## src/rtl/axi_sram_rd_slave_if.sv

```systemverilog
// AXI read-channel bundle (AR + R) between the interconnect and the SRAM read slave.
// The master modport is the interconnect side. The slave modport is the read engine.
interface axi_sram_rd_slave_if #(
    parameter int IDS_BITS  = 8,
    parameter int DATA_BITS = 32
);
    logic [IDS_BITS-1:0]  ARID_S;
    logic [31:0]          ARADDR_S;
    logic [3:0]           ARLEN_S;
    logic [2:0]           ARSIZE_S;
    logic [1:0]           ARBURST_S;
    logic                 ARVALID_S;
    logic                 ARREADY_S;

    logic [IDS_BITS-1:0]  RID_S;
    logic [DATA_BITS-1:0] RDATA_S;
    logic [1:0]           RRESP_S;
    logic                 RLAST_S;
    logic                 RVALID_S;
    logic                 RREADY_S;

    modport master (
        output ARID_S, ARADDR_S, ARLEN_S, ARSIZE_S, ARBURST_S, ARVALID_S, RREADY_S,
        input  ARREADY_S, RID_S, RDATA_S, RRESP_S, RLAST_S, RVALID_S
    );

    modport slave (
        input  ARID_S, ARADDR_S, ARLEN_S, ARSIZE_S, ARBURST_S, ARVALID_S, RREADY_S,
        output ARREADY_S, RID_S, RDATA_S, RRESP_S, RLAST_S, RVALID_S
    );
endinterface

```

## src/rtl/axi_sram_rd_slave.sv

```systemverilog
// AXI read slave in front of a 1-cycle-latency SRAM macro.
// It handles one burst at a time, with up to 16 beats of 32-bit words.
// Each beat walks MEM -> CAP -> RESP, so a beat is returned 3 cycles after the previous handshake.
// Optional macro AXI_RD_RANGE_CHECK_EN: requests with address bits above the SRAM range
// get DECERR on every beat. For those requests the SRAM is never accessed.
module axi_sram_rd_slave #(
    parameter int MEM_ADDR_BITS = 14,
    parameter int IDS_BITS      = 8,
    parameter int DATA_BITS     = 32
) (
    input  logic                     clk,
    input  logic                     rstn,
    axi_sram_rd_slave_if.slave       bus,
    output logic                     MEM_CS,
    output logic                     MEM_OE,
    output logic [MEM_ADDR_BITS-1:0] MEM_A,
    input  logic [DATA_BITS-1:0]     MEM_DO
);

    typedef enum logic [3:0] {
        IDLE = 4'b0001,
        MEM  = 4'b0010,
        CAP  = 4'b0100,
        RESP = 4'b1000
    } state_t;

    state_t state;
    state_t next_state;

    logic [IDS_BITS-1:0]      id_q;
    logic [MEM_ADDR_BITS-1:0] addr_q;
    logic [3:0]               len_q;
    logic [1:0]               burst_q;
    logic [3:0]               beat_cnt;
    logic [DATA_BITS-1:0]     rdata_q;
    logic                     arready_q;
    logic                     decerr_q;

    logic ar_hs;
    logic r_hs;
    logic last_beat;
    logic addr_out_of_range;
    logic unused_bits;

    assign ar_hs     = arready_q & bus.ARVALID_S;
    assign r_hs      = (state == RESP) & bus.RREADY_S;
    assign last_beat = (beat_cnt == len_q);

`ifdef AXI_RD_RANGE_CHECK_EN
    assign addr_out_of_range = |bus.ARADDR_S[31:MEM_ADDR_BITS+2];
`else
    assign addr_out_of_range = 1'b0;
`endif

    // Word-only slave: the size and byte-lane bits carry no information for this engine.
    assign unused_bits = ^{bus.ARSIZE_S, bus.ARADDR_S[1:0], bus.ARADDR_S[31:MEM_ADDR_BITS+2]};

    // State register.
    always_ff @(posedge clk or negedge rstn) begin
        if (!rstn) begin
            state <= IDLE;
        end else begin
            state <= next_state;
        end
    end

    // Next-state logic: one SRAM access and one response per beat.
    always_comb begin
        next_state = state;
        unique case (state)
            IDLE: if (ar_hs) next_state = MEM;
            MEM:  next_state = CAP;
            CAP:  next_state = RESP;
            RESP: if (bus.RREADY_S) next_state = last_beat ? IDLE : MEM;
            default: next_state = IDLE;
        endcase
    end

    // ARREADY is registered so that it stays low while reset is held.
    // It rises one cycle after release, and one cycle after the final R handshake.
    always_ff @(posedge clk or negedge rstn) begin
        if (!rstn) begin
            arready_q <= 1'b0;
        end else begin
            arready_q <= (next_state == IDLE);
        end
    end

    // Burst context: latched at the AR handshake and advanced on each non-final R handshake.
    always_ff @(posedge clk or negedge rstn) begin
        if (!rstn) begin
            id_q     <= '0;
            addr_q   <= '0;
            len_q    <= '0;
            burst_q  <= '0;
            beat_cnt <= '0;
            decerr_q <= 1'b0;
        end else if (ar_hs) begin
            id_q     <= bus.ARID_S;
            addr_q   <= bus.ARADDR_S[MEM_ADDR_BITS+1:2];
            len_q    <= bus.ARLEN_S;
            burst_q  <= bus.ARBURST_S;
            beat_cnt <= 4'd0;
            decerr_q <= addr_out_of_range;
        end else if (r_hs && !last_beat) begin
            beat_cnt <= beat_cnt + 4'd1;
            if (burst_q != 2'b00) begin
                addr_q <= addr_q + MEM_ADDR_BITS'(1);
            end
        end
    end

    // Capture the SRAM word one cycle after the access. A flagged burst returns zeros.
    always_ff @(posedge clk or negedge rstn) begin
        if (!rstn) begin
            rdata_q <= '0;
        end else if (state == CAP) begin
            rdata_q <= decerr_q ? '0 : MEM_DO;
        end
    end

    // Outputs are decoded from the state and registers only. RREADY affects nothing but the state advance.
    always_comb begin
        MEM_CS        = 1'b0;
        MEM_OE        = 1'b0;
        MEM_A         = addr_q;
        bus.ARREADY_S = arready_q;
        bus.RVALID_S  = 1'b0;
        bus.RLAST_S   = 1'b0;
        bus.RRESP_S   = 2'b00;
        bus.RID_S     = id_q;
        bus.RDATA_S   = rdata_q;
        if (state == MEM && !decerr_q) begin
            MEM_CS = 1'b1;
            MEM_OE = 1'b1;
        end
        if (state == RESP) begin
            bus.RVALID_S = 1'b1;
            bus.RLAST_S  = last_beat;
            bus.RRESP_S  = decerr_q ? 2'b11 : 2'b00;
        end
    end

endmodule

```

## src/flat_wrapper.sv

```systemverilog
// flat-port wrapper written by rule: the top's interface ports become plain ports
module axi_sram_rd_slave_flat 
#(
    parameter int MEM_ADDR_BITS = 14,
    parameter int IDS_BITS      = 8,
    parameter int DATA_BITS     = 32
)
  (clk, rstn, MEM_CS, MEM_OE, MEM_A, MEM_DO, bus_ARID_S, bus_ARADDR_S, bus_ARLEN_S, bus_ARSIZE_S, bus_ARBURST_S, bus_ARVALID_S, bus_RREADY_S, bus_ARREADY_S, bus_RID_S, bus_RDATA_S, bus_RRESP_S, bus_RLAST_S, bus_RVALID_S);
  axi_sram_rd_slave_if #(.IDS_BITS(IDS_BITS), .DATA_BITS(DATA_BITS)) bus_i ();
  input  logic clk;
  input  logic rstn;
  output logic MEM_CS;
  output logic MEM_OE;
  output logic [MEM_ADDR_BITS-1:0] MEM_A;
  input  logic [DATA_BITS-1:0] MEM_DO;
  input wire logic [$bits(bus_i.ARID_S)-1:0] bus_ARID_S;
  input wire logic [$bits(bus_i.ARADDR_S)-1:0] bus_ARADDR_S;
  input wire logic [$bits(bus_i.ARLEN_S)-1:0] bus_ARLEN_S;
  input wire logic [$bits(bus_i.ARSIZE_S)-1:0] bus_ARSIZE_S;
  input wire logic [$bits(bus_i.ARBURST_S)-1:0] bus_ARBURST_S;
  input wire logic [$bits(bus_i.ARVALID_S)-1:0] bus_ARVALID_S;
  input wire logic [$bits(bus_i.RREADY_S)-1:0] bus_RREADY_S;
  output wire logic [$bits(bus_i.ARREADY_S)-1:0] bus_ARREADY_S;
  output wire logic [$bits(bus_i.RID_S)-1:0] bus_RID_S;
  output wire logic [$bits(bus_i.RDATA_S)-1:0] bus_RDATA_S;
  output wire logic [$bits(bus_i.RRESP_S)-1:0] bus_RRESP_S;
  output wire logic [$bits(bus_i.RLAST_S)-1:0] bus_RLAST_S;
  output wire logic [$bits(bus_i.RVALID_S)-1:0] bus_RVALID_S;
  assign bus_i.ARID_S = bus_ARID_S;
  assign bus_i.ARADDR_S = bus_ARADDR_S;
  assign bus_i.ARLEN_S = bus_ARLEN_S;
  assign bus_i.ARSIZE_S = bus_ARSIZE_S;
  assign bus_i.ARBURST_S = bus_ARBURST_S;
  assign bus_i.ARVALID_S = bus_ARVALID_S;
  assign bus_i.RREADY_S = bus_RREADY_S;
  assign bus_ARREADY_S = bus_i.ARREADY_S;
  assign bus_RID_S = bus_i.RID_S;
  assign bus_RDATA_S = bus_i.RDATA_S;
  assign bus_RRESP_S = bus_i.RRESP_S;
  assign bus_RLAST_S = bus_i.RLAST_S;
  assign bus_RVALID_S = bus_i.RVALID_S;
  axi_sram_rd_slave #(.MEM_ADDR_BITS(MEM_ADDR_BITS), .IDS_BITS(IDS_BITS), .DATA_BITS(DATA_BITS)) u_core (.clk(clk), .rstn(rstn), .bus(bus_i), .MEM_CS(MEM_CS), .MEM_OE(MEM_OE), .MEM_A(MEM_A), .MEM_DO(MEM_DO));
endmodule
```

## config.mk

```make
export PLATFORM = sky130hd
export DESIGN_NAME = axi_sram_rd_slave_flat
export DESIGN_NICKNAME = d
export VERILOG_FILES = /design/src/rtl/axi_sram_rd_slave_if.sv /design/src/rtl/axi_sram_rd_slave.sv /design/src/flat_wrapper.sv
export SDC_FILE = /design/constraint.sdc
export NUM_CORES = 1
export LEC_CHECK = 0
export CAP_MARGIN = 20
export CORE_ASPECT_RATIO = 1.4
export CORE_MARGIN = 1.5
export CORE_UTILIZATION = 39
export DETAILED_ROUTE_END_ITERATION = 16
export PLACE_DENSITY_LB_ADDON = 0.1
export SYNTH_ARGS = -nofsm -noshare
export SYNTH_HDL_FRONTEND = slang
export SYNTH_SLANG_ARGS = --single-unit
```

## constraint.sdc

```tcl
create_clock -name clk -period 6.4 [get_ports clk]
set_clock_uncertainty 0.05 [all_clocks]
set_input_delay 0.64 -clock clk [delete_from_list [all_inputs] [get_ports clk]]
set_output_delay 0.64 -clock clk [all_outputs]
set_load 0.1 [all_outputs]
```

After elaboration in Yosys (flattened, before gate mapping)

Cells that the tools add are included.

Bitwise operators: 2
Mux-type cells: 12
Equal/unequal tests: 6
$add $sub $neg: 2
Reductions and logical operators: 6

Operators by type and width:

| cell                  | number |
|---|---|
| $mux 14               | 3 |
| $mux 4                | 4 |
| $pmux 4 s4            | 1 |
| $add 14x1->14 const B | 1 |
| $eq 4x1->1 const B    | 2 |
| $reduce_bool 2->1     | 3 |
| $add 4x1->4 const B   | 1 |
| $eq 4x2->1 const B    | 1 |
| $eq 4x3->1 const B    | 1 |
| $eq 4x4->1            | 1 |
| $eq 4x4->1 const B    | 1 |
| $mux 1                | 3 |
| $and 1x1->1           | 2 |
| $mux 2                | 1 |
| $reduce_and 2->1      | 1 |
| $logic_and 1x1->1     | 1 |
| $logic_not 1->1       | 1 |

Word-level logic and storage cells: 36
Register bits after elaboration: 69
Bits of input ports: 85
Output and inout port bits: 61

Longest topological paths before layout

Gate-level depths: netlist of run 1.

Depth in word-level cells: 5
Depth in mapped cells: 6
Depth with buffers taken out: 5

Worst setup path before layout of run 1

OpenSTA, ideal clock, no wires.

Kind: register -> output
Start: register u_core.state[3]
End: output port MEM_OE
Cell stages (with the launch flop): 3
Setup slack: 1.257 ns
Data required time: 5.710 ns
Buffers on the path: 1
Data arrival time: 4.453 ns
Cells stage by stage: dfrtp_1 > nor4b_1 > buf_4

Word-level cells in the longest chain between the ends: 2

Ends and longest elaborated chain:

| what                     | line                     | source |
|---|---|---|
| start: declaration       | axi_sram_rd_slave.sv:27  | `state_t state;` |
| start signal: assignment | axi_sram_rd_slave.sv:63  | `state <= next_state;` |
| $eq 4x2->1               | axi_sram_rd_slave.sv:133 | `if (state == MEM && !decerr_q) begin` |
| $mux 1                   | n/a                      |  |
| end: declaration         | flat_wrapper.sv:13       | `output logic MEM_OE;` |

No other way between the ends.

Worst setup path in the final report of run 1

Start: register u_core.state[3]
End: output port MEM_CS

Word-level cells in the longest chain between the ends: 2

Ends and longest elaborated chain:

| what             | line                     | source |
|---|---|---|
| $eq 4x2->1       | axi_sram_rd_slave.sv:133 |  |
| $mux 1           | axi_sram_rd_slave.sv:133 |  |
| end: declaration | flat_wrapper.sv:12       | `output logic MEM_CS;` |

No other way between the ends.

==> results of run 1 <==
==> flip-flops by register name, summed over array words and instances (netlist names) <==
signal and count:
u_core.bus.RDATA_S 32, u_core.len_q 4, u_core.burst_q 2, u_core.MEM_A 14
u_core.beat_cnt 4, u_core.state 4, u_core.bus.ARREADY_S 1, u_core.bus.RID_S 8
==> kinds of logic after synthesis <==
logic type | share of synthesized area [%]
adder cells (fa/ha/maj) | 0.803
other | 0.120
flip-flops | 55.4
XOR/XNOR | 1.40
buffers and inverters | 2.85
multiplexers | 11.6
AND/OR/NAND/NOR | 18.5
AO/OA/AOI/OAI | 9.31
==> worst min path at each step <==
| stage | depth (start not counted) | from | end |
|---|---|---|---|
| finish | 2 | u_core.bus.RID_S[5] | u_core.bus.RID_S[5] |
| global route | 2 | u_core.bus.RID_S[0] | u_core.bus.RID_S[0] |
| CTS | 2 | u_core.bus.RID_S[5] | u_core.bus.RID_S[5] |
| detailed placement | 2 | u_core.bus.RID_S[5] | u_core.bus.RID_S[5] |
| global placement | 2 | u_core.bus.RID_S[6] | u_core.bus.RID_S[6] |
| floorplan | 0 | rstn | u_core.MEM_A[0] |
==> cells in the final DEF, fill, tap and decap left out, drive strengths merged, types with 6 or more instances in the layout <==
cell type / synthesis / final
o21ai: 6 / 6
or4: 12 / 12
nand3: 13 / 13
mux2: 32 / 32
o31ai: 10 / 10
nand2: 49 / 49
a31oi: 13 / 13
nor2: 15 / 15
dfrtp: 68 / 68
clkbuf: 11 / 15
clkdlybuf4s50: 0 / 121
==> report_power, final <==
group,total (mW),internal (mW),switching [mW]
Sequential,0.681,0.573,0.108
Clock,0.346,0.192,0.154
Combinational,1.44,0.353,1.08
Total,2.46,1.12,1.35
==> worst register-to-register path, cell delays in order, from the launching register on <==
cell,delay (ns)
dfrtp_1,0.44
or4b_4,0.60
or2_1,0.46
or4_1,0.55
a31oi_1,0.17
==> area by class of cell <==
class	instances	area [um2]	share of cell area, %
sequential	69	1730	37.5
multi-input combinational	199	1310	28.4
timing repair buffer	125	1240	26.9
clock buffer	15	196	4.27
tap	100	125	2.72
inverter	2	7.51	0.163
==> metal layers <==
| layer | part of all wire [%] | global-route usage [%] | vias up | wire (um) |
|---|---|---|---|---|
| met5 | 0 | 0 | - | 0 |
| met4 | 2.9 | 11.1 | 0 | 210 |
| met3 | 5.8 | 4.27 | 15 | 422 |
| met2 | 50 | 30.1 | 75 | 3630 |
| met1 | 41 | 20.6 | 1270 | 2970 |
| li1 | - | - | 1278 | - |
==> synth_stat cells (all sizes together) <==
cell     n
o211a    2
or2      1
a21oi    5
xor2     1
clkbuf  11
and3     4
dfrtp   68
and4     4
nand4    3
buf      7
dfstp    1
or3      4
o22ai    3
o21bai   1
nand3   13
o21ai    6
nand2b   2
a41o     1
or4b     1
conb     1
nor4b    3
o31ai   10
nand2   49
nor2    15
ha       2
a31oi   13
and2     3
xnor2    4
inv      2
o211ai   3
mux2    32
or4     12
==> stage by stage <==
step | worst slack (ns) | power (mW)
3_5_place_dp | 3.25 | 2.14
3_3_place_gp | 3.31 | 2.12
2_1_floorplan | 1.26 | 1.78
5_1_grt | 2.79 | 2.57
6_report | 2.89 | 2.46
4_1_cts | 2.85 | 2.49
==> impl_metrics.toml, run 1 <==
[synth]
ys_warn_count = 0
syn_area_mm2 = 0.00312
syn_area_per_cell_um2 = 10.9
ys_seq_elements = 69
synthTopCellsByArea = "dfrtp_1 (55%), mux2_2 (12%), nand2_1 (5.9%)"
yosysSeqAreaShare_pct = 55.4
ys_types = 34
synth_largest_area_cell = "dfrtp_1"
synth_top_area_share_pct = 54.6
synthCells = 287

[layout]
layout-drive-gt1-share_pct = 12.9
fill_cells = 682
finalNetCount = 493
design_area_mm2 = 0.00461
final_util_pct = 59.4
fin_cells = 510
syn_to_final_growth_pct = 47.8
antennaDiodeCount = 0

[placed_design]
post-dp-hpwl_um = 5010
dpl-instance-area_mm2 = 0.00441
gp_congestion = 0.774
numPortBuffers = 122
dp.cells = 495

[critical_path]
crit_family = "buffers and inverters"
r2r_end = "u_core.MEM_A[9]"
critPathKind = "reg -> out"
reg2reg_from = "u_core.state[1]"
cp-endpoint = "MEM_CS"
required_ns = 5.71
slowest_stage = "clkdlybuf4s50_1"
critPathLaunchType = "flop"
r2r_slack_ns = 4.06
cp.arrival_ns = 2.82
max_stage_delay_ns = 1.28
critPathCaptureType = "output port"
reg2reg_depth = 4
cp-startpoint = "u_core.state[3]"
critical_path_cell_count = 2
path_max_fanout = 6
worstPathCellList = "nor4b_1 > clkdlybuf4s50_1"
critical_path_buf_inv_count = 1

[clock_network]
cts_buffer_depth = 2
htree_levels = 3
cts_resized = 0
clock-sinks = 69
worstSkewPairLatency_ns = 0.34
clockRootBuffer = "clkbuf_8"
numCtsBuffers = 9
clk_transition_reported_paths_ns = 0.06
post_cts_buffers = 0
cts_tree = "yes"
cts_hold_buf = 0

[status]
status = "complete, no violations"

[detailed_routing]
antenna_left = 0
drt-initial-drc-count = 175
viasPerCell = 5.17
first_pass_iters = 4
via_count = 2638
drt-total-wl_um = 7220
drc = 0
wl_per_cell_um = 14.2

[timing]
rsz0062_at_grt = "no"
finalSetupViolations = 0
hold_viol_final = 0
holdWs_ns = 0.423
tightest_slew_ns = 0.997
post-route-min-period_ns = 3.51
tns_ns = 0
max_slew_margin_pct = 33.3
slew_viol_final = 0
period_share_pct = 54.9
fmax_mhz = 285

[floorplan]
die-area_mm2 = 0.00854
start_util_pct = 40.2
die_w_um = 78.6
fp.coreArea_mm2 = 0.00775
die_h_um = 109
placement_rows = 38
io_pins = 146

[run]
max_cap_viol_count = 0

[min_path]
holdCritPathClass = "reg -> reg"

[global_routing]
grt_usage_pct = 18.0
grt_max_degree = 70
grt_pass1_wl_um = 11800
first_global_vias = 2605
antenna_found_initial = 0
grt-ovfl-total = 0

[pwr]
ir_worst_vdd_mv = 0.354
p_leak_nw = 1.96
power_per_cell_area_mw_per_mm2 = 535
No activity file was read; power rests on OpenSTA's default activity.
==> run 2: changes to the inputs <==
--- a/config.mk
+++ b/config.mk
@@ -8,7 +8,7 @@
 export CAP_MARGIN = 20
 export CORE_ASPECT_RATIO = 1.4
 export CORE_MARGIN = 1.5
-export CORE_UTILIZATION = 39
+export CORE_UTILIZATION = 37
 export DETAILED_ROUTE_END_ITERATION = 16
 export PLACE_DENSITY_LB_ADDON = 0.1
 export SYNTH_ARGS = -nofsm -noshare
==> constraint.sdc (replaced) <==
create_clock -name clk -period 2.9 [get_ports clk]
set_clock_uncertainty 0.05 [all_clocks]
set_input_delay 0.29 -clock clk [delete_from_list [all_inputs] [get_ports clk]]
set_output_delay 0.29 -clock clk [all_outputs]
set_load 0.1 [all_outputs]
==> run 2 against run 1 <==
Net effect:
- final cell count is 1.2% higher
- worst setup slack worse by 2.3 ns
- register-to-register slack worse by 3.5 ns
- first-iteration DRC count is 24% lower
- critical path type is now reg -> reg
==> impl_metrics.toml, run 2 (same netlist as run 1, synthesis figures left out) <==
[detailed_routing]
viasPerCell = 5.16
via_count = 2660
drt-initial-drc-count = 133
antenna_left = 0
drc = 0
drt-total-wl_um = 7390
wl_per_cell_um = 14.3
first_pass_iters = 4

[critical_path]
r2r_end = "u_core.MEM_A[3]"
path_max_fanout = 21
reg2reg_from = "u_core.state[3]"
slowest_stage = "or4b_4"
cp.arrival_ns = 2.52
critPathKind = "reg -> reg"
max_stage_delay_ns = 0.53
critPathCaptureType = "flop"
critPathLaunchType = "flop"
crit_family = "simple AND/OR/NAND/NOR gates"
reg2reg_depth = 4
worstPathCellList = "or4b_4 > or2_1 > or4_1 > a31oi_1"
critical_path_buf_inv_count = 0
cp-startpoint = "u_core.state[3]"
r2r_slack_ns = 0.57
required_ns = 3.10

[timing]
tns_ns = 0
setup_slack_ns = 0.573
fmax_mhz = 430
holdWs_ns = 0.372
tightest_slew_ns = 0.943
max_slew_margin_pct = 37.2
slew_viol_final = 0
period_share_pct = 80.2
hold_viol_final = 0
finalSetupViolations = 0
post-route-min-period_ns = 2.33
rsz0062_at_grt = "no"

[min_path]
holdCritPathClass = "in -> async"

[clock_network]
cts_buffer_depth = 2
clockRootBuffer = "clkbuf_16"
clock-sinks = 69
numCtsBuffers = 9
htree_levels = 3
cts_resized = 0
worstSkewPairLatency_ns = 0.33
post_cts_buffers = 0
cts_tree = "yes"
clk_transition_reported_paths_ns = 0.05

[floorplan]
start_util_pct = 38.2
die_h_um = 112
placement_rows = 39
die_w_um = 80.6
die-area_mm2 = 0.00899
io_pins = 146
fp.coreArea_mm2 = 0.00815

[layout]
regArea_mm2 = 0.00173
final_cell_mix = "dfrtp_1 (68), buf_4 (63), clkdlybuf4s50_1 (62), nand2_1 (49), mux2_2 (32)"
syn_to_final_growth_pct = 49.0
multi_input_comb_area_mm2 = 0.00133
layout-drive-gt1-share_pct = 28.0
largest_reg_flops = 32
finalNetCount = 496
layout_commonest_cell = "dfrtp_1"
antennaDiodeCount = 0
fill_cells = 737

[pwr]
switchingPower_mw = 3.04
intPower_mw = 2.77
p_leak_nw = 2.12
switching_share_pct = 52.4
clockPowerShare_pct = 20.5
power_frac_comb_pct = 53.3
power_per_cell_area_mw_per_mm2 = 1250
p_seq_share_pct = 26.2
ir_worst_vdd_mv = 0.729

[global_routing]
grt_pass1_wl_um = 12500
first_global_vias = 2689
grt_usage_pct = 18.2
grt_max_degree = 54
antenna_found_initial = 0
grt-ovfl-total = 0

[placed_design]
gp_congestion = 0.746
post-dp-hpwl_um = 5260
place_ws_ns = 0.599
numPortBuffers = 122

[status]
status = "complete, no violations"

[run]
max_cap_viol_count = 0
[run 2: cell count changes in the layout (fill, tap and decap cells not counted), moves of 2 or more]
| cell | change |
|---|---|
| clkbuf_8 | -12 |
| clkinv_2 | +2 |
| bufinv_16 | +2 |
| buf_4 | +60 |
| clkbuf_16 | +9 |
| clkdlybuf4s50_1 | -59 |
[run 2: routing by layer]
metal	share of wire [%]	global-route usage [%]
met3	6.2	6.23
met1	42	21.5
met2	50	29.6
met4	1.7	7.93
met5	0	0
[run 2: final cells by class]
type	count	area share, %
clock inverter	4	1.51
clock buffer	12	5.52
sequential	69	37.2
tap	102	2.75
inverter	2	0.162
timing repair buffer	128	24.3
multi-input combinational	199	28.5
[run 2: per-stage QoR]
| stage | total power, mW | instances | util (%) | area [um2] |
|---|---|---|---|---|
| after CTS | 5.87 | 516 | 57.0 | 4640 |
| after detailed placement | 4.66 | 499 | 52.8 | 4310 |
| after floorplan | 3.93 | 288 | - | 3140 |
| final | 5.81 | 516 | 57.0 | 4640 |
| after global routing | 6.08 | 516 | 57.0 | 4640 |
| after global placement | 4.62 | 499 | 52.8 | 4310 |
[run 2: repair_timing]
action | in CTS | in global routing
hold buffers | 1 | 0
endpoints found under the setup margin | 0 | 0
endpoints found under the hold margin | 16 | 0
[run 2: power by group through the flow]
stage          sequential (mW)  clock (mW)  combinational, mW
3_5_place_dp              1.54           0               3.12
4_1_cts                   1.52        1.23               3.12
2_1_floorplan             3.34           0              0.589
6_report                  1.52        1.19               3.10
3_3_place_gp              1.52           0               3.10
5_1_grt                   1.57        1.28               3.23
[run 2: worst max-delay path by stage]
stage,to,depth (start not counted)
final,u_core.MEM_A[3],4
after global routing,u_core.MEM_A[7],4
after CTS,u_core.MEM_A[6],4
after detailed placement,u_core.MEM_A[6],4
after global placement,u_core.MEM_A[3],4
after floorplan,u_core.beat_cnt[3],5
==> run 3: changes to the inputs <==
--- a/config.mk
+++ b/config.mk
@@ -8,7 +8,7 @@
 export CAP_MARGIN = 20
 export CORE_ASPECT_RATIO = 1.4
 export CORE_MARGIN = 1.5
-export CORE_UTILIZATION = 37
+export CORE_UTILIZATION = 39
 export DETAILED_ROUTE_END_ITERATION = 16
 export PLACE_DENSITY_LB_ADDON = 0.1
 export SYNTH_ARGS = -nofsm -noshare
==> constraint.sdc (replaced) <==
create_clock -name clk -period 2.3 [get_ports clk]
set_clock_uncertainty 0.05 [all_clocks]
set_input_delay 0.23 -clock clk [delete_from_list [all_inputs] [get_ports clk]]
set_output_delay 0.23 -clock clk [all_outputs]
set_load 0.1 [all_outputs]
==> run 3 against run 2 <==
Net effect:
- combinational power rose by 29%
- critical path type unchanged
- via count rose by 0.23%
- largest power group unchanged
- register-to-register slack got worse by 0.46 ns
==> impl_metrics.toml, run 3 (same netlist as run 1, synthesis figures left out) <==
[layout]
layout-drive-gt1-share_pct = 30.5
design_area_mm2 = 0.00465
fin_cells = 520
final_cell_mix = "dfrtp_1 (66), buf_4 (65), clkdlybuf4s50_1 (62), nand2_1 (48), mux2_2 (32)"
layout_commonest_cell = "dfrtp_1"
largest_reg_flops = 32
finalNetCount = 503
antennaDiodeCount = 0
syn_to_final_growth_pct = 49.3

[detailed_routing]
first_pass_iters = 4
drc = 0
wl_per_cell_um = 14.7
drt-initial-drc-count = 88
via_count = 2666
viasPerCell = 5.13
drt-total-wl_um = 7650
antenna_left = 0

[timing]
hold_viol_final = 0
slew_viol_final = 0
post-route-min-period_ns = 2.19
max_slew_margin_pct = 38.5
tns_ns = 0
tightest_slew_ns = 0.922
rsz0062_at_grt = "no"
finalSetupViolations = 0
fmax_mhz = 457
period_share_pct = 95.1

[pwr]
power_per_cell_area_mw_per_mm2 = 1500
p_leak_nw = 2.10
intPower_mw = 3.16
p_seq_share_pct = 27.3
ir_worst_vdd_mv = 0.829
clockPowerShare_pct = 15.4
switchingPower_mw = 3.80
total_power_mw = 6.96
switching_share_pct = 54.6
power_frac_comb_pct = 57.3

[floorplan]
die-area_mm2 = 0.00854
die_h_um = 109
placement_rows = 38
io_pins = 146
start_util_pct = 40.2
fp.coreArea_mm2 = 0.00775
die_w_um = 78.6

[global_routing]
first_global_vias = 2680
grt-ovfl-total = 0
grt_pass1_wl_um = 12600
grt_max_degree = 45
grt_usage_pct = 19.1
antenna_found_initial = 0

[critical_path]
required_ns = 2.51
path_max_fanout = 21
critPathCaptureType = "flop"
critPathKind = "reg -> reg"
critPathLaunchType = "flop"
cp.arrival_ns = 2.39

[clock_network]
cts_buffer_depth = 2
clk_transition_reported_paths_ns = 0.08
clockRootBuffer = "clkbuf_8"
clock-sinks = 69
worstSkewPairLatency_ns = 0.34
htree_levels = 3
numCtsBuffers = 9
cts_tree = "yes"

[placed_design]
dp.cells = 504
numPortBuffers = 122
post-dp-hpwl_um = 5680
dpl-instance-area_mm2 = 0.00443
gp_congestion = 0.760

[status]
status = "complete, no violations"

[run]
max_cap_viol_count = 0

[min_path]
holdCritPathClass = "in -> async"
-- run 3: worst paths after layout --
check | from | end | slack [ns] | cells after the start
max in group asynchronous | rstn | u_core.state[0] | 1.27 | 3
worst min-delay path | rstn | u_core.MEM_A[9] | 0.29 | 2
worst max register to register | u_core.state[0] | u_core.MEM_A[3] | 0.11 | 4
worst min register to register | u_core.bus.RID_S[2] | u_core.bus.RID_S[2] | 0.43 | 2
min in group clk | bus_ARID_S[0] | u_core.bus.RID_S[0] | 0.36 | 3
worst max-delay path | u_core.state[0] | u_core.MEM_A[3] | 0.11 | 4
-- run 3: metal layers --
| layer | vias to the layer above | global-route usage, % | wire [um] |
|---|---|---|---|
| met5 | - | 0 | 0 |
| met2 | 103 | 32.4 | 3870 |
| li1 | 1291 | - | - |
| met3 | 9 | 6.11 | 602 |
| met1 | 1263 | 22.1 | 3080 |
| met4 | 0 | 8.16 | 107 |
-- run 3: power groups by stage --
stage	combinational [mW]	sequential (mW)	clock, mW
finish	3.99	1.90	1.07
global route	4.15	1.96	1.15
CTS	4.02	1.90	1.11
detailed placement	4.02	1.92	0
global placement	3.99	1.90	0
floorplan	0.744	4.22	0
-- run 3: worst max-delay path, stage by stage (launching register included) --
cell and delay, ns:
dfstp_2 0.40, or4b_4 0.52, or2_2 0.46, or4_1 0.50, a31oi_1 0.18
-- run 3: cell type report --
class / count / area (um2)
clock buffer: 11 / 141
clock inverter: 4 / 72.6
fill: 691 / 3100
inverter: 2 / 11.3
multi-input combinational: 199 / 1330
sequential: 69 / 1730
tap: 100 / 125
timing repair buffer: 135 / 1240
-- run 3: what timing repair did --
| action | 4_1_cts | 5_1_grt |
|---|---|---|
| hold buffers | 1 | 0 |
| resized for setup | 0 | 1 |
| buffers inserted | 0 | 0 |
| endpoints found under the hold margin | 12 | 0 |
| setup endpoints to repair | 0 | 8 |
-- run 3: stage by stage --
stage          hold WS [ns]  setup WS, ns  utilization, %
5_1_grt               0.308       0.00500            60.1
3_3_place_gp          0.122         0.124            57.2
3_5_place_dp          0.126        0.0723            57.2
4_1_cts               0.277        0.0697            60.1
6_report              0.286         0.112            60.1
2_1_floorplan        -0.116       -0.0424               -
